--- config.mk ---
export PLATFORM = sky130hd
export DESIGN_NAME = prbs_popcount32
export DESIGN_NICKNAME = d
export VERILOG_FILES = /design/src/rtl/prbs_pkg.sv /design/src/rtl/prbs_popcount32.sv
export SDC_FILE = /design/constraint.sdc
export NUM_CORES = 1
export LEC_CHECK = 0
export ABC_AREA = 1
export CAP_MARGIN = 15
export CORE_MARGIN = 4
export CORE_UTILIZATION = 39
export DETAILED_ROUTE_END_ITERATION = 6
export GPL_TIMING_DRIVEN = 1
export PLACE_DENSITY = 0.77
export SLEW_MARGIN = 20
export SYNTH_ARGS = -nofsm -noshare
export SYNTH_HDL_FRONTEND = slang
export SYNTH_SLANG_ARGS = --single-unit
--- constraint.sdc ---
create_clock -name clk -period 0.8 [get_ports clk]
set_input_delay 0.08 -clock clk [delete_from_list [all_inputs] [get_ports clk]]
set_output_delay 0.08 -clock clk [all_outputs]
set_load 0.01 [all_outputs]
--- src/rtl/prbs_pkg.sv ---
// Shared constants and types for the PRBS7 receive checker.
// Stream order: bit 0 of each word is the earliest bit on the wire.
package prbs_pkg;

    localparam int unsigned PRBS_W       = 32;
    localparam int unsigned PRBS7_TAP_A  = 7;
    localparam int unsigned PRBS7_TAP_B  = 6;
    localparam int unsigned PRBS7_PERIOD = 127;

    // Width that holds 0..PRBS_W error bits
    localparam int unsigned POP_W = $clog2(PRBS_W + 1);

    typedef enum logic {
        HUNT   = 1'b0,
        LOCKED = 1'b1
    } state_t;

endpackage

--- src/rtl/prbs_popcount32.sv ---
// Registered population count of the 32-bit per-bit error vector.
module prbs_popcount32
    import prbs_pkg::*;
(
    input  logic              clk,
    input  logic              rst_n,
    input  logic [PRBS_W-1:0] vec,
    output logic [POP_W-1:0]  cnt
);

    logic [POP_W-1:0] sum;

    always_comb begin
        sum = '0;
        for (int unsigned i = 0; i < PRBS_W; i++) begin
            sum = sum + POP_W'(vec[i]);
        end
    end

    always_ff @(posedge clk or negedge rst_n) begin
        if (!rst_n) begin
            cnt <= '0;
        end else begin
            cnt <= sum;
        end
    end

endmodule

==> run summary, run 1 <==
Seq. cell area - 150 um2
synthesis-to-finish area growth - 49.5%
Post-Synthesis Net Count - 162
outcome - finished with violations
Worst Setup Start Kind - input pin
Hold Path Class - in2async
Critical Path Stages - 19
CTS tree - done
cell taking the most area after synthesis - fa_1
antenna violations before repair - 0
FMAX - 251 MHz
Max-slew headroom - 82.0%
Overall Global Routing Usage - 14.2%
Max clock buf depth - 2
cell mode on critical path - inv_2
Crit. End Element - flop
fin worst setup slack - -3180 ps
Synth area leaders - fa_1 (50%), dfrtp_1 (16%), inv_1 (14%), ha_1 (9.1%), nand2_1 (4.3%)
core footprint - 2280 um2
Critical Path AT - 4160 ps
biggest regs - cnt: 6 flops
non-filler cells, final - 168
vias in the first global route - 881
Iter 0 DRT Violations - 6
CP max-delay cell - fa_1
worst path cell trace - buf_8 -> inv_8 -> fa_1 -> inv_2 -> fa_2 -> fa_1 -> fa_2 -> fa_1 -> inv_2 -> fa_1 -> inv_2 -> ha_4 -> inv_2 -> fa_2 -> inv_2 -> nand2_2 -> nand2_1 -> nand3_1 -> nand2_1
dpl hpwl - 1870 um
sequential area share after synthesis - 15.6%
Post-Syn Area - 960 um2
remaining routing DRC violations - 0
setup violators final - 10
area of the die - 3320 um2
Synth async-reset ratio - 100%
Cell Rows - 17
Root Driver - clkbuf_4
failing checks - negative setup slack
Commonest cells post-synth - inv_1 (36), fa_1 (24), nand2_1 (11)
Synth Register Bits - 6
Distinct cells, synth - 10
top register by number of flip-flops - cnt
final core occ - 63.1%
wire length per cell - 12.3 um
crit path kind - in2reg
max cap viols - 0
Worst Path Buf+Inv - 7
multi-input logic area - 753 um2
Max FO, Critical Path - 2
H-tree Lvls - 1
most common cell in the netlist - inv_1
global-route wire length before repair - 3550 um
Gate Count Post-Synth - 97
Final Cycle Share - 498%
Num CTS Buffers - 3
slowest cell delay on critical path - 540 ps
via count - 764
# port buffers - 39
Final Wtd Congestion - 0.730
largest delay contributor family on the critical path - adder cells
layout cell share with drive strength beyond 1 - 38.6%
RSZ-0062 raised after global routing - true
Placed Cells - 165
required time worst endpoint - 980 ps
Worst-Margin Slew - 269 ps
IO Count - 40
max reg flops - 6
pin count of the biggest net entering global routing - 7
Initial Util - 42.2%
Fillers - 194
Post-DRT Antenna Nets - 0
syn_area_per_cell - 9.89 um2
Inserted Diodes - 0
Syn. warnings - 0
Post-synth EDFFs - 0
CTS Hold Bufs - 0
Die Y - 57.6 um
Die X - 57.6 um
nets - 207
Hold Violations, Final - 0
final slew viol count - 0
Synth Flop Type - dfrtp_1
post-layout minimum cycle time - 3980 ps
Synth top area share - 50.1%
post-DR vias/cell - 4.55
routed wire length - 2070 um
grt ovf - 0
1st-pass router iterations - 4
clock sinks - 6
Reg clk slew, reported paths - 50 ps
-- worst max path at each step --
stage	start	to	slack (ps)
final	vec[0]	cnt[4]	-3180
after global routing	vec[0]	cnt[4]	-3300
after CTS	vec[15]	cnt[4]	-3180
after detailed placement	vec[0]	cnt[4]	-3950
after global placement	vec[0]	cnt[4]	-3850
after floorplan	vec[0]	cnt[4]	-3210
-- per-stage QoR --
| stage | hold slack, ps | worst slack [ps] | TNS (ps) | instance area (um2) |
|---|---|---|---|---|
| 5_1_grt | 89.2 | -3300 | -18510 | 1440 |
| 2_1_floorplan | -216 | -3210 | -18120 | 992 |
| 3_5_place_dp | 340 | -3950 | -23140 | 1430 |
| 3_3_place_gp | 329 | -3850 | -22660 | 1430 |
| 6_report | 70.3 | -3180 | -17830 | 1440 |
| 4_1_cts | 72.3 | -3180 | -18120 | 1380 |
-- cell families after synthesis --
group	count (synthesis)	share of synthesized area [%]
AND/OR/NAND/NOR	20	8.74
flip-flops	6	15.6
XOR/XNOR	1	0.913
buffers and inverters	37	14.5
adder cells (fa/ha/maj)	31	59.2
AO/OA/AOI/OAI	2	1.04
-- per-layer routing --
| layer | track usage [%] | vias up | part of all wire, % | routed length [um] |
|---|---|---|---|---|
| met3 | 5.43 | 2 | 9.4 | 194 |
| met4 | 2.98 | 0 | 0.29 | 6 |
| met5 | 0 | - | 0 | 0 |
| met2 | 29.0 | 35 | 61 | 1260 |
| met1 | 12.7 | 370 | 30 | 616 |
| li1 | - | 357 | - | - |
-- repair_timing --
action,in CTS,in global routing
setup endpoints to repair,12,12
endpoints found under the hold margin,0,0
buffers inserted,1,0
resized for setup,87,19
pin swaps,20,17
-- area by class of cell --
class,instances,share of cell area (%)
clock buffers,3,1.57
well taps,28,2.44
flip-flops and latches,6,10.5
repair buffers,40,22.8
multi-input cells,54,52.5
inverters,37,10.2
-- layout by cell type (no fill, tap or decap) --
cell	instances
clkdlybuf4s50_1	18
inv_1	25
nor2_1	1
buf_2	15
fa_2	6
nand3_1	3
inv_8	1
buf_4	1
dfrtp_1	6
ha_4	3
nand3_2	4
clkbuf_4	3
nand2_1	8
nor2_2	1
xnor2_1	1
nand2_2	3
ha_1	4
clkbuf_2	1
a21oi_1	2
inv_2	11
fa_1	18
buf_8	1
buf_6	4
Power of run 1 is not shown: default switching activity piles up to over one toggle a cycle in this logic, so the estimate is an artifact.
==> run 2, diff against run 1 <==
ABC_CLOCK_PERIOD_IN_PS = 800   (was not set)
SETUP_SLACK_MARGIN = 0.3   (was not set)
SLEW_MARGIN = 15   (was 20)
==> run summary, run 2 (synthesis results as in run 1) <==
global-route wire length before repair - 3550 um
Max clock buf depth - 2
core footprint - 2280 um2
1st-pass router iterations - 2
Die X - 57.6 um
required time worst endpoint - 990 ps
Root Driver - clkbuf_4
Critical Path AT - 4170 ps
most frequent cells in the layout - inv_1 (26), fa_1 (19), clkdlybuf4s50_1 (18)
Fillers - 189
Hold Violations, Final - 0
worst setup path start - vec[0]
top register by number of flip-flops - cnt
Cell Rows - 17
Worst Setup Start Kind - input pin
CP max-delay cell - fa_1
fin worst setup slack - -3180 ps
pin count of the biggest net entering global routing - 7
Num CTS Buffers - 3
failing checks - negative setup slack
post-DR vias/cell - 4.44
RSZ-0062 raised after global routing - true
Die Y - 57.6 um
worst path cell trace - buf_8 -> inv_8 -> fa_1 -> inv_2 -> fa_2 -> fa_1 -> fa_2 -> fa_1 -> inv_2 -> fa_1 -> inv_2 -> ha_4 -> inv_2 -> fa_2 -> inv_2 -> nand2_2 -> nand2_1 -> nand3_1 -> nand2_1
post-layout minimum cycle time - 3980 ps
vias in the first global route - 881
Iter 0 DRT Violations - 4
wire length per cell - 12.7 um
Hold Path Class - in2async
Worst-Margin Slew - 269 ps
final slew viol count - 0
clock sinks - 6
Seq. cell area - 150 um2
Reg clk slew, reported paths - 50 ps
synthesis-to-finish area growth - 50.3%
setup violators final - 12
# port buffers - 39
FMAX - 251 MHz
commonest non-fill, non-tap cell in the layout - inv_1
cell mode on critical path - inv_2
CTS Hold Bufs - 0
Overall Global Routing Usage - 14.2%
GR Util met2 - 29.0%
layout cell share with drive strength beyond 1 - 37.3%
Post-DRT Antenna Nets - 0
Crit. End Element - flop
multi-input logic area - 738 um2
IO Count - 40
nets - 209
dpl ws - -3950 ps
GR Util met1 - 12.7%
H-tree Lvls - 1
slowest cell delay on critical path - 540 ps
final core occ - 63.4%
remaining routing DRC violations - 0
dpl hpwl - 1870 um
crit path kind - in2reg
via count - 755
gr busiest metal - met2
Initial Util - 42.2%
Inserted Diodes - 0
outcome - finished with violations
max reg flops - 6
Final Wtd Congestion - 0.730
grt ovf - 0
max cap viols - 0
Final Cycle Share - 497%
area of the die - 3320 um2
biggest regs - cnt: 6 flops
CTS tree - done
global routing usage on met3 - 5.43%
Max FO, Critical Path - 2
Max-slew headroom - 82.0%
routed wire length - 2160 um
antenna violations before repair - 0
Setup TNS - -18220 ps
-- run 2: changes by cell type in the layout (fill, tap and decap cells not counted) --
cell    before  now
buf_6        4    6
fa_1        18   19
fa_2         6    5
ha_2         0    1
ha_4         3    2
inv_1       25   26
inv_2       11   10
nor2_1       1    2
nor2_2       1    0
-- run 2: cell type report --
cell class              count  area share [%]
clock buffers               3            1.56
flip-flops and latches      6            10.4
repair buffers             42            24.3
multi-input cells          54            51.2
well taps                  28            2.43
inverters                  37            10.1
-- run 2: timing repair --
| action | CTS | global route |
|---|---|---|
| pin swaps | 20 | 15 |
| gates cloned | 0 | 0 |
| resized for setup | 87 | 17 |
| buffers inserted | 1 | 1 |
| endpoints found under the setup margin | 12 | 12 |
-- run 2: worst paths after layout --
kind | to | slack [ps] | depth (start not counted)
worst min-delay path | cnt[0] | 60 | 1
min in group clk | cnt[0] | 510 | 2
max in group asynchronous | cnt[5] | 520 | 1
worst max-delay path | cnt[4] | -3180 | 19
-- run 2: stage by stage --
stage | std cells | instance area (um2) | hold WS, ps
floorplan | 97 | 992 | -216
global placement | 165 | 1430 | 329
detailed placement | 165 | 1430 | 340
CTS | 169 | 1380 | 72.3
global route | 170 | 1440 | 83.8
finish | 170 | 1440 | 58.1
-- run 2: layer usage --
layer | up-vias | wire, um
li1 | 361 | -
met1 | 363 | 633
met2 | 27 | 1290
met3 | 4 | 181
met4 | 0 | 50
met5 | - | 0
-- run 2: worst max-delay path: cells and delay by family --
family	cells	cell delay [ps]
adder cells (fa/ha/maj)	8	3460
buffers and inverters	7	390
AND/OR/NAND/NOR	4	240
Power of run 2 is left out for the same reason.
